## src/rtl/sprite_pkg.sv

```systemverilog
// Shared types and constants for the per-scanline sprite sequencer.
package sprite_pkg;

  localparam int LINE_W = 640;
  localparam int SPR_DIM = 32;
  localparam logic [3:0] TRANSPARENT = 4'h0;

  typedef struct packed {
    logic [5:0] n_sprite;
    logic [9:0] y;
    logic [9:0] x;
  } sprite_attr_t;

  typedef enum logic [2:0] {
    IDLE,
    CLEAR,
    SCAN,
    FETCH,
    DRAIN,
    DONE
  } state_t;

endpackage

```

## src/rtl/sprite_attr_table.sv

```systemverilog
// Sprite attribute register file: one synchronous write port, one combinational read port.
module sprite_attr_table
  import sprite_pkg::*;
#(
  parameter int N_SPR = 16,
  parameter int AW = $clog2(N_SPR)
) (
  input  logic          clk,
  input  logic          reset_n,
  input  logic          we,
  input  logic [AW-1:0] waddr,
  input  sprite_attr_t  wdata,
  input  logic [AW-1:0] raddr,
  output sprite_attr_t  rdata
);

  sprite_attr_t mem [N_SPR];

  always_ff @(posedge clk) begin
    if (!reset_n) begin
      for (int i = 0; i < N_SPR; i++) mem[i] <= '0;
    end else if (we) begin
      mem[waddr] <= wdata;
    end
  end

  assign rdata = mem[raddr];

endmodule

```

## src/rtl/sprite_line_scheduler.sv

```systemverilog
// Builds one scanline: clears the line buffer, scans the attribute table, fetches hit
// sprites from the ROM and writes their opaque pixels one cycle after each address.
module sprite_line_scheduler #(
  parameter int N_SPR = 16,
  parameter int LINE_W = 640,
  parameter int SPR_DIM = 32
) (
  input  logic                     clk,
  input  logic                     reset_n,
  input  logic                     start,
  input  logic [9:0]               line,
  output logic                     busy,
  output logic                     done,
  input  logic                     attr_we,
  input  logic [$clog2(N_SPR)-1:0] attr_addr,
  input  logic [25:0]              attr_wdata,
  output logic [5:0]               spr_n_sprite,
  output logic [9:0]               spr_line,
  output logic [5:0]               spr_pixel,
  input  logic [3:0]               spr_color_code,
  output logic                     lb_we,
  output logic [9:0]               lb_addr,
  output logic [3:0]               lb_wdata
);
  import sprite_pkg::*;

  localparam int AW = $clog2(N_SPR);
  localparam int PW = $clog2(SPR_DIM);

  state_t       state, state_nxt;
  logic [9:0]   line_q;
  logic [9:0]   clr_cnt;
  logic [AW-1:0] ent_cnt;
  logic [PW-1:0] pix_cnt;
  sprite_attr_t rd_attr, cur;
  logic [10:0]  scan_diff;
  logic [9:0]   fetch_row;
  logic         hit, last_ent, last_pix, last_clr;
  logic         wr_vld;
  logic [10:0]  wr_sum;

  sprite_attr_table #(.N_SPR(N_SPR)) u_attr (
    .clk    (clk),
    .reset_n(reset_n),
    .we     (attr_we),
    .waddr  (attr_addr),
    .wdata  (sprite_attr_t'(attr_wdata)),
    .raddr  (ent_cnt),
    .rdata  (rd_attr)
  );

  // 11-bit compare so a y near the bottom of the 10-bit range never wraps into a hit.
  assign scan_diff = {1'b0, line_q} - {1'b0, rd_attr.y};
  assign hit       = (rd_attr.n_sprite != 6'd0) && (line_q >= rd_attr.y) &&
                     (scan_diff < 11'(SPR_DIM));
  assign last_ent  = (ent_cnt == AW'(N_SPR - 1));
  assign last_pix  = (pix_cnt == PW'(SPR_DIM - 1));
  assign last_clr  = (clr_cnt == 10'(LINE_W - 1));
  assign fetch_row = line_q - cur.y;

  always_ff @(posedge clk) begin
    if (!reset_n) state <= IDLE;
    else          state <= state_nxt;
  end

  always_comb begin
    state_nxt = state;
    case (state)
      IDLE:    if (start) state_nxt = CLEAR;
      CLEAR:   if (last_clr) state_nxt = SCAN;
      SCAN:    if (hit) state_nxt = FETCH;
               else if (last_ent) state_nxt = DRAIN;
      FETCH:   if (last_pix) state_nxt = last_ent ? DRAIN : SCAN;
      DRAIN:   state_nxt = DONE;
      DONE:    state_nxt = IDLE;
      default: state_nxt = IDLE;
    endcase
  end

  always_comb begin
    busy         = (state != IDLE);
    done         = (state == DONE);
    spr_n_sprite = '0;
    spr_line     = '0;
    spr_pixel    = '0;
    lb_we        = 1'b0;
    lb_addr      = '0;
    lb_wdata     = '0;
    if (state == FETCH) begin
      spr_n_sprite = cur.n_sprite;
      spr_line     = fetch_row;
      spr_pixel    = 6'(pix_cnt);
    end
    if (state == CLEAR) begin
      lb_we    = 1'b1;
      lb_addr  = clr_cnt;
      lb_wdata = TRANSPARENT;
    end else if (wr_vld) begin
      lb_we    = (spr_color_code != TRANSPARENT) && (wr_sum < 11'(LINE_W));
      lb_addr  = wr_sum[9:0];
      lb_wdata = spr_color_code;
    end
  end

  always_ff @(posedge clk) begin
    if (!reset_n) begin
      line_q  <= '0;
      clr_cnt <= '0;
      ent_cnt <= '0;
      pix_cnt <= '0;
      cur     <= '0;
      wr_vld  <= 1'b0;
      wr_sum  <= '0;
    end else begin
      wr_vld <= (state == FETCH);
      wr_sum <= {1'b0, cur.x} + 11'(pix_cnt);
      case (state)
        IDLE: begin
          if (start) line_q <= line;
          clr_cnt <= '0;
          ent_cnt <= '0;
          pix_cnt <= '0;
        end
        CLEAR: clr_cnt <= clr_cnt + 10'd1;
        SCAN: begin
          cur     <= rd_attr;
          pix_cnt <= '0;
          if (!hit) ent_cnt <= ent_cnt + AW'(1);
        end
        FETCH: begin
          pix_cnt <= pix_cnt + PW'(1);
          if (last_pix) ent_cnt <= ent_cnt + AW'(1);
        end
        default: ;
      endcase
    end
  end

endmodule

```

## config.mk

```make
export PLATFORM = sky130hd
export DESIGN_NAME = sprite_line_scheduler
export DESIGN_NICKNAME = d
export VERILOG_FILES = /design/src/rtl/sprite_pkg.sv /design/src/rtl/sprite_attr_table.sv /design/src/rtl/sprite_line_scheduler.sv
export SDC_FILE = /design/constraint.sdc
export NUM_CORES = 1
export LEC_CHECK = 0
export BUFFER_PORTS_ARGS = -buffer_cell sky130_fd_sc_hd__buf_2
export CORE_MARGIN = 3
export CORE_UTILIZATION = 58
export CTS_BUF_LIST = sky130_fd_sc_hd__clkbuf_4 sky130_fd_sc_hd__clkbuf_8
export DETAILED_ROUTE_END_ITERATION = 16
export GPL_ROUTABILITY_DRIVEN = 0
export GPL_TIMING_DRIVEN = 1
export PLACE_DENSITY = 0.78
export SYNTH_ARGS = -nofsm -noshare
export SYNTH_HDL_FRONTEND = slang
export SYNTH_SLANG_ARGS = --single-unit
```

## constraint.sdc

```tcl
create_clock -name clk -period 5 [get_ports clk]
set_clock_uncertainty 0.05 [all_clocks]
set_input_delay 0.25 -clock clk [delete_from_list [all_inputs] [get_ports clk]]
set_output_delay 0.25 -clock clk [all_outputs]
set_load 0.01 [all_outputs]
```

After elaboration in Yosys (flattened, before gate mapping)
Memories as Yosys holds them, arrays and structs flattened. A register that Yosys moved wholly into a read port is not among the register bits. Cells that the tools add are included.

Output and inout bits: 39. Memories: 1. Flip-flop bits (word level): 70. Memory bits (writable): 416. Logic and storage cells: 78. Bits of input ports: 48.

Add/subtract/negate cells: 6. Magnitude comparators: 3. Reductions and logical operators: 15. Muxes and demuxes: 30. Equal/unequal tests: 13.

Memory list: u_attr.mem (depth 16, width 26, read ports 1, clocked after memory_dff 1, wr ports 16, line sprite_attr_table.sv:17) `sprite_attr_t mem [N_SPR];`.

Operators by type and width (number): 10-bit two-way mux (3); 4-bit two-way mux (7); 26-bit two-way mux (1); 26-bit OR reduction (1); 10-bit case mux with 2 select lines (1); 3-bit two-way mux (6); 3-bit case mux with 5 select lines (1); 4-bit case mux with 3 select lines (1); 10-bit by 5-bit adder with 11-bit output (1); 11-bit by 10-bit < comparator with 1-bit output, second input constant (1); 11-bit by 6-bit < comparator with 1-bit output, second input constant (1); 10-bit by 10-bit subtractor with 11-bit output (1); 10-bit by 1-bit adder with 10-bit output, second input constant (1); 10-bit == test, second input constant (1); 10-bit greater-or-equal comparator (1); 5-bit case mux with 2 select lines (1); 10-bit subtractor (1); 2-bit != test, second input constant (4); 1-bit two-way mux (7); 3-bit by 2-bit == test with 1-bit output, second input constant (2); 3-bit == test, second input constant (2); 6-bit two-way mux (1); 3-bit nonzero test (2); 6-bit nonzero test (1); 15 further kinds (18).

Logic depth before layout (Yosys ltp)
Gate-level depths: netlist of run 1.

Word-level depth: 7. Depth in mapped cells: 17. Mapped depth without buffers: 12.

Cells and area by module
From an unflattened synthesis of run 1, not the netlist that was laid out.

Cells, all modules: 1700. Area, all modules: 23007.1 um^2.

Modules (own cells, without submodules): sprite_attr_table (cells an instance 1152, sequential area each 12492.0 um^2, times used 1, area each 18894.4 um^2); sprite_line_scheduler (cells an instance 548, sequential area each 1401.3 um^2, times used 1, area each 4112.7 um^2).

Worst setup path before layout of run 1
OpenSTA, ideal clock, no wires.

Kind: reg2reg. From: register (tool-made name). To: register (tool-made name). Path buffers: 5. Setup slack: 249 ps. Required time: 4874 ps. Cell stages (with the launch flop): 18. Data arrival time: 4626 ps. Setup time: 76 ps. Period minus slack after synthesis: 4751 ps. Cell sequence: dfxtp_1 -> buf_6 -> buf_6 -> clkbuf_1 -> clkbuf_1 -> mux4_2 -> mux4_2 -> inv_1 -> ha_1 -> clkbuf_1 -> nor3b_1 -> nor3_1 -> a221oi_1 -> nor4_1 -> nand3_1 -> nor4_2 -> a31oi_1 -> o21ai_0.

==> reports/metrics.yaml, run 1 <==
synthesis:
  syn_nets: 1745
  avgSynthCellArea_sq_um: 13.74
  synth_edf_count: 416
  yosysSeqAreaShare_pct: 60.99
  synthAdderAreaFrac_pct: 1.704
  synth_top_family_by_area: "simple AND/OR/NAND/NOR gates"
  muxShareOfSynthArea_pct: 12.70
  synth_cell_types: 58
  postSynth.asyncResetShare_pct: 0
  yosysWarnings: 0
  yosysTopAreaCell: "edfxtp_1"
  synth.top_cell.area_share_pct: 54.52
  synthSimpleGateAreaFrac_pct: 17.39
  synth_area_sq_um: 22910
  yosys.area_share.xor_xnor_pct: 0.6116
  ys_ff_latch: 490
  synth_compound_area_share_pct: 3.954
  netlist_instances: 1667
  synthTopCellsByArea: "edfxtp_1 (55%), mux4_2 (12%), and2_1 (12%)"
  ys.flop_type: "edfxtp_1"
die:
  initial_core_util_pct: 59.01
  row_count: 72
  io_pins: 87
  dieArea_sq_um: 41920
  core_sq_um: 38830
  die_h_um: 204.8
  die_w_um: 204.8
routing:
  drc: 0
  viasPerCell: 6.092
  route.met2.wl_mm: 27.03
  topRoutingLayerUsed: "met5"
  via_count: 14280
  wl_per_cell_um: 24.52
  drtAntennaViolNets: 0
  wl_mm: 57.48
  drt-pass1-iter-count: 5
  dr_wl_met3_mm: 6.155
  drt_first_iter_violations: 1945
  wl_met1_mm: 22.50
global_route:
  grt_pass1_wl_mm: 86.22
  grtUsageTotal_pct: 28.02
  grt_overflow: 0
  grt_pass1_vias: 14196
  grt_antenna_before_repair: 1
  grt_max_degree: 61
worst_setup_path:
  crit_path_max_fanout: 21
  path_class: "reg -> reg"
  crit_slowest_cell: "mux4_2"
  max_stage_delay_ns: 0.55
  arrival_ns: 5.07
  startpoint_type: "flip-flop"
  cp_num_buf_inv: 2
  critPathTopFamily: "simple AND/OR/NAND/NOR gates"
  critPathRequiredTime_ns: 5.48
  endpoint_kind: "flip-flop"
  crit_chain: "buf_12 > mux4_2 > mux4_2 > inv_1 > ha_1 > nor3b_1 > nor3_1 > a221oi_1 > nor4_1 > nand3_1 > nor4_4 > a31oi_1 > o21ai_0"
  crit_top_cell: "mux4_2"
sta:
  fmax_ghz: 0.2179
  fin_crit_ns: 4.589
  rsz0062_at_grt: "false"
  timing.final.ws_setup_ns: 0.4112
  tns_ns: 0
  final-setup-viol-count: 0
  whs_ns: 0.02966
  slew_viol_final: 0
  finalCritPeriodShare_pct: 91.78
  hold_viol: 0
  relSlewSlack_pct: 28.10
  worst_pin_slew_ns: 1.074
clock_network:
  cts_setup_buffers: 0
  cts_sinks: 490
  cts_max_level: 3
  cts.clk_slew.worst_paths_ns: 0.06
  cts_tree: "built"
  clockRootBuffer: "clkbuf_8"
  cts_buffers: 79
  clock_path_buffers: 3
  insertion_delay_ns: 0.64
placed_design:
  placed_area_sq_um: 24060
  port_buffers: 85
  place_ws_ns: 0.3992
  hpwl_mm: 33.88
  placed_cells: 2186
final_layout:
  fin_area_sq_um: 25780
  fill_cells: 2678
  fin_cells: 2344
  nets: 1838
  final_cell_mix: "and2_1 (427), edfxtp_1 (416), mux4_2 (126)"
  synthToLayoutAreaGrowth_pct: 12.53
  post-route-util_pct: 66.40
  layout_commonest_cell: "and2_1"
  drive_gt1_share_pct: 22.75
power_and_ir_drop:
  power.total_mw: 9.671
  power.density_nw_per_um2: 375.1
  ir_worst_vdd_v: 0.0001925
  p_leak_nw: 9.192
job:
  cap_violations: 0
hold_path:
  hold_class: "in -> reg"
outcome:
  status: "completed"
## flip-flops by register name, summed over array words and instances, names as in the netlist, named ones only
signal	cells
ent_cnt	4
wr_vld	1
cur	26
pix_cnt	5
state	3
wr_sum	11
clr_cnt	10
u_attr.mem	416
line_q	10
## cell families after synthesis
logic type | Yosys count
fa+ha+maj | 30
mux | 133
buf+inv | 155
compound gates | 141
xor+xnor | 16
simple gates | 701
flops | 490
other cells | 1
## path summary, 6_finish.rpt
kind | cells after the start | startpoint | end | slack (ns)
max reg2reg | 13 | flip-flop | flip-flop | 0.41
max | 13 | flip-flop | flip-flop | 0.41
min | 2 | attr_wdata[17] | u_attr.mem[5][17] | 0.03
min reg2reg | 2 | cur[22] | cur[22] | 0.40
## layer usage
layer  up-vias  global-route usage, %
li1       6237                      -
met2       834                  43.92
met4         2                  9.929
met3       125                  6.452
met5         -                      0
met1      7082                  39.12
## power breakdown
part	leakage [nW]	internal (mW)	switching, mW
combinational	3.77	0.568	0.772
sequential	4.57	4.69	0.156
clock	0.858	1.93	1.56
total	9.19	7.19	2.49
## synthesized netlist by cell type (23+ instances only)
library cell and count:
clkbuf_1 104, nand2_1 121, a21boi_1 39, edfxtp_1 416, nor2_1 38, dfxtp_1 74
inv_1 35, mux4_2 126, and2_1 427, ha_1 28, and3_1 23, o21ai_0 39
## final cells by class
| type | instances | area (sq um) | area share, % |
|---|---|---|---|
| antenna | 2 | 5.005 | 0.01941 |
| tap | 518 | 648.1 | 2.514 |
| clock inverter | 26 | 170.2 | 0.6600 |
| inverter | 36 | 135.1 | 0.5241 |
| timing repair buffer | 131 | 825.8 | 3.203 |
| clock buffer | 119 | 1425 | 5.528 |
| multi-input combinational | 1022 | 8591 | 33.32 |
| sequential | 490 | 13980 | 54.23 |
## timing repair
action | 4_1_cts | 5_1_grt
setup endpoints to repair | 0 | 2
resized for setup | 0 | 1
hold buffers | 11 | 0
hold endpoints to repair | 11 | 0
Power figures use the tool's default switching activity.
==> run 2: changes to the inputs <==
--- a/config.mk
+++ b/config.mk
@@ -7,12 +7,11 @@
 export LEC_CHECK = 0
 export BUFFER_PORTS_ARGS = -buffer_cell sky130_fd_sc_hd__buf_2
 export CORE_MARGIN = 3
-export CORE_UTILIZATION = 58
+export CORE_UTILIZATION = 40
 export CTS_BUF_LIST = sky130_fd_sc_hd__clkbuf_4 sky130_fd_sc_hd__clkbuf_8
 export DETAILED_ROUTE_END_ITERATION = 16
 export GPL_ROUTABILITY_DRIVEN = 0
 export GPL_TIMING_DRIVEN = 1
-export PLACE_DENSITY = 0.78
 export SYNTH_ARGS = -nofsm -noshare
 export SYNTH_HDL_FRONTEND = slang
 export SYNTH_SLANG_ARGS = --single-unit
==> run 2 against run 1 <==
Compared with the run above: die area rose by 44%; cell count grew 11%; count of clock-buffer cells in the layout decreased by 3; core utilization is 20 points lower; hold slack gained 0.0067 ns; via count is 1.4% lower; register-to-register slack gained 0.12 ns; routed wire length grew 11%; clock power is 2% lower; non-clock buffer count grew 27; sequential power about the same; critical path type unchanged.
==> reports/metrics.yaml, run 2 (same netlist as run 1, synthesis figures left out) <==
clock_network:
  cts.clk_slew.worst_paths_ns: 0.06  # about the same
  cts_resized: 0  # unchanged
  clock_path_buffers: 3  # unchanged
  cts_sinks: 490  # unchanged
  cts_buffers: 83  # was 79
  cts_setup_buffers: 0  # unchanged
  cts_max_level: 3  # unchanged
  clockRootBuffer: "clkbuf_8"  # unchanged
  cts_tree: "built"  # unchanged
  insertion_delay_ns: 0.66  # was 0.64 ns
  postCtsHoldBufs: 36  # was 11
routing:
  viasPerCell: 5.394  # was 6.092
  drc: 0  # unchanged
  via_count: 14078  # was 14.28k
  route.met2.wl_mm: 30.29  # was 27.03 mm
  wl_mm: 63.98  # was 57.48 mm
  wl_met1_mm: 27.13  # was 22.50 mm
  drt_first_iter_violations: 1314  # was 1,945
  drtAntennaViolNets: 0  # unchanged
  dr_wl_met3_mm: 4.615  # was 6.155 mm
  wl_per_cell_um: 24.51  # was 24.52 um
  topRoutingLayerUsed: "met5"  # unchanged
  drt-pass1-iter-count: 5  # unchanged
final_layout:
  largest_reg_flops: 416  # unchanged
  layout_commonest_cell: "and2_1"  # unchanged
  largest_register: "u_attr.mem"  # unchanged
  reg_top3: "u_attr.mem: 416 flops, cur: 26 flops, wr_sum: 11 flops"  # unchanged
  fin_area_sq_um: 26290  # was 25,780 sq um
  fin_cells: 2610  # was 2,344
  multi_input_area_sq_um: 8592  # was 8591 sq um
  synthToLayoutAreaGrowth_pct: 14.76  # was 12.53%
  nets: 1869  # was 1,838
  final_cell_mix: "and2_1 (427), edfxtp_1 (416), mux4_2 (126)"  # unchanged
  drive_gt1_share_pct: 22.57  # was 22.75%
  fill_cells: 4931  # was 2,678
  regArea_sq_um: 13980  # about the same
die:
  dieArea_sq_um: 60190  # was 41,920 sq um
  row_count: 87  # was 72
  die_h_um: 245.3  # was 204.8 um
  initial_core_util_pct: 40.56  # was 59.01%
  core_sq_um: 56500  # was 38,830 sq um
  die_w_um: 245.3  # was 204.8 um
  io_pins: 87  # unchanged
hold_path:
  hold_depth: 2  # unchanged
  hp-start: "attr_wdata[14]"  # was attr_wdata[17]
  hold_class: "in -> reg"  # unchanged
  holdPathEnd: "u_attr.mem[11][14]"  # was u_attr.mem[5][17]
placed_design:
  placed_area_sq_um: 24370  # was 24,060 sq um
  placed_cells: 2426  # was 2,186
  port_buffers: 85  # unchanged
  hpwl_mm: 36.82  # was 33.88 mm
worst_setup_path:
  reg2reg_depth: 14  # was 13
  crit_chain: "buf_12 > mux4_2 > mux4_2 > inv_1 > ha_1 > nor2b_1 > nor3_1 > a221oi_1 > nor4_1 > nand3_1 > nor4_2 > buf_4 > nor4b_1 > nor4b_1"  # was buf_12 > mux4_2 > mux4_2 > inv_1 > ha_1 > nor3b_1 > nor3_1 > a221oi_1 > nor4_1 > nand3_1 > nor4_4 > a31oi_1 > o21ai_0
  arrival_ns: 4.97  # was 5.07 ns
  endpoint_kind: "flip-flop"  # unchanged
  crit_path_max_fanout: 21  # unchanged
  max_stage_delay_ns: 0.55  # about the same
  reg2reg_to: "state[1]"
  critPathRequiredTime_ns: 5.50  # was 5.48 ns
  ff2ff_setup_slack_ns: 0.53  # was 0.41 ns
  critPathTopFamily: "simple AND/OR/NAND/NOR gates"  # unchanged
  cp_num_buf_inv: 3  # was 2
  path_class: "reg -> reg"  # unchanged
  crit_slowest_cell: "dfxtp_4"  # was mux4_2
  startpoint_type: "flip-flop"  # unchanged
power_and_ir_drop:
  power.density_nw_per_um2: 366.9  # was 375.1 nW/um^2
  p_leak_nw: 9.266  # was 9.192 nW
  ir_worst_vdd_v: 0.0001644  # was 0.0001925 V
sta:
  hold_viol: 0  # unchanged
  relSlewSlack_pct: 27.45  # was 28.10%
  final-setup-viol-count: 0  # unchanged
  slew_viol_final: 0  # unchanged
  finalCritPeriodShare_pct: 89.44  # was 91.78%
  rsz0062_at_grt: "false"  # unchanged
  worst_pin_slew_ns: 1.086  # was 1.074 ns
  fin_crit_ns: 4.472  # was 4.589 ns
  fmax_ghz: 0.2236  # was 0.2179 GHz
  tns_ns: 0  # unchanged
  whs_ns: 0.03639  # was 0.02966 ns
outcome:
  status: "completed"  # unchanged
global_route:
  grt_overflow: 0  # unchanged
  grt_pass1_wl_mm: 94.50  # was 86.22 mm
  grtUsageTotal_pct: 21.56  # was 28.02%
  grt_antenna_before_repair: 3  # was 1
  grt_max_degree: 72  # was 61
  grt_pass1_vias: 14283  # was 14.20k
job:
  cap_violations: 0  # unchanged
run 2: cell count changes in the layout (fill, tap and decap cells not counted), sizes merged:
cell,change
clkbuf,-3
bufinv,-2
clkinv,+2
buf,+2
clkinvlp,+3
dlygate4sd3,+25
inv,+1
run 2: metrics by stage:
step                      power (mW)  setup slack [ns]  utilization, %
final                          9.647            0.5279           46.54
after global routing           10.06            0.2306           46.54
after CTS                      9.724            0.5760           46.53
after detailed placement       6.280            0.5955           43.14
after global placement         6.249            0.7639           43.14
after floorplan                5.825            0.2485               -
run 2: how the worst max path moves through the flow:
stage / slack, ns / cells past startpoint / startpoint / endpoint
2_1_floorplan: 0.25 / 17 / flip-flop / flip-flop
3_3_place_gp: 0.76 / 14 / flip-flop / state[1]
3_5_place_dp: 0.60 / 14 / flip-flop / state[1]
4_1_cts: 0.58 / 14 / flip-flop / state[1]
5_1_grt: 0.23 / 14 / flip-flop / state[1]
6_report: 0.53 / 14 / flip-flop / state[1]
run 2: final cells by class:
type	count	share of cell area, %
clock inverters	30	0.5520
well taps	756	3.597
repair buffers	158	4.102
multi-input cells	1022	32.68
flip-flops and latches	490	53.18
clock buffers	116	5.358
diodes	2	0.01903
inverters	36	0.5139
run 2: where the power goes:
| group | internal (mW) | switching (mW) | leakage [nW] | total (mW) |
|---|---|---|---|---|
| sequential | 4.69 | 0.157 | 4.57 | 4.85 |
| clock | 1.82 | 1.61 | 0.820 | 3.43 |
| combinational | 0.579 | 0.789 | 3.88 | 1.37 |
run 2: layer usage:
| metal | GRT usage, % | up-vias |
|---|---|---|
| met4 | 7.746 | 2 |
| met1 | 29.50 | 7092 |
| li1 | - | 6298 |
| met5 | 0 | - |
| met2 | 34.76 | 562 |
| met3 | 3.827 | 124 |
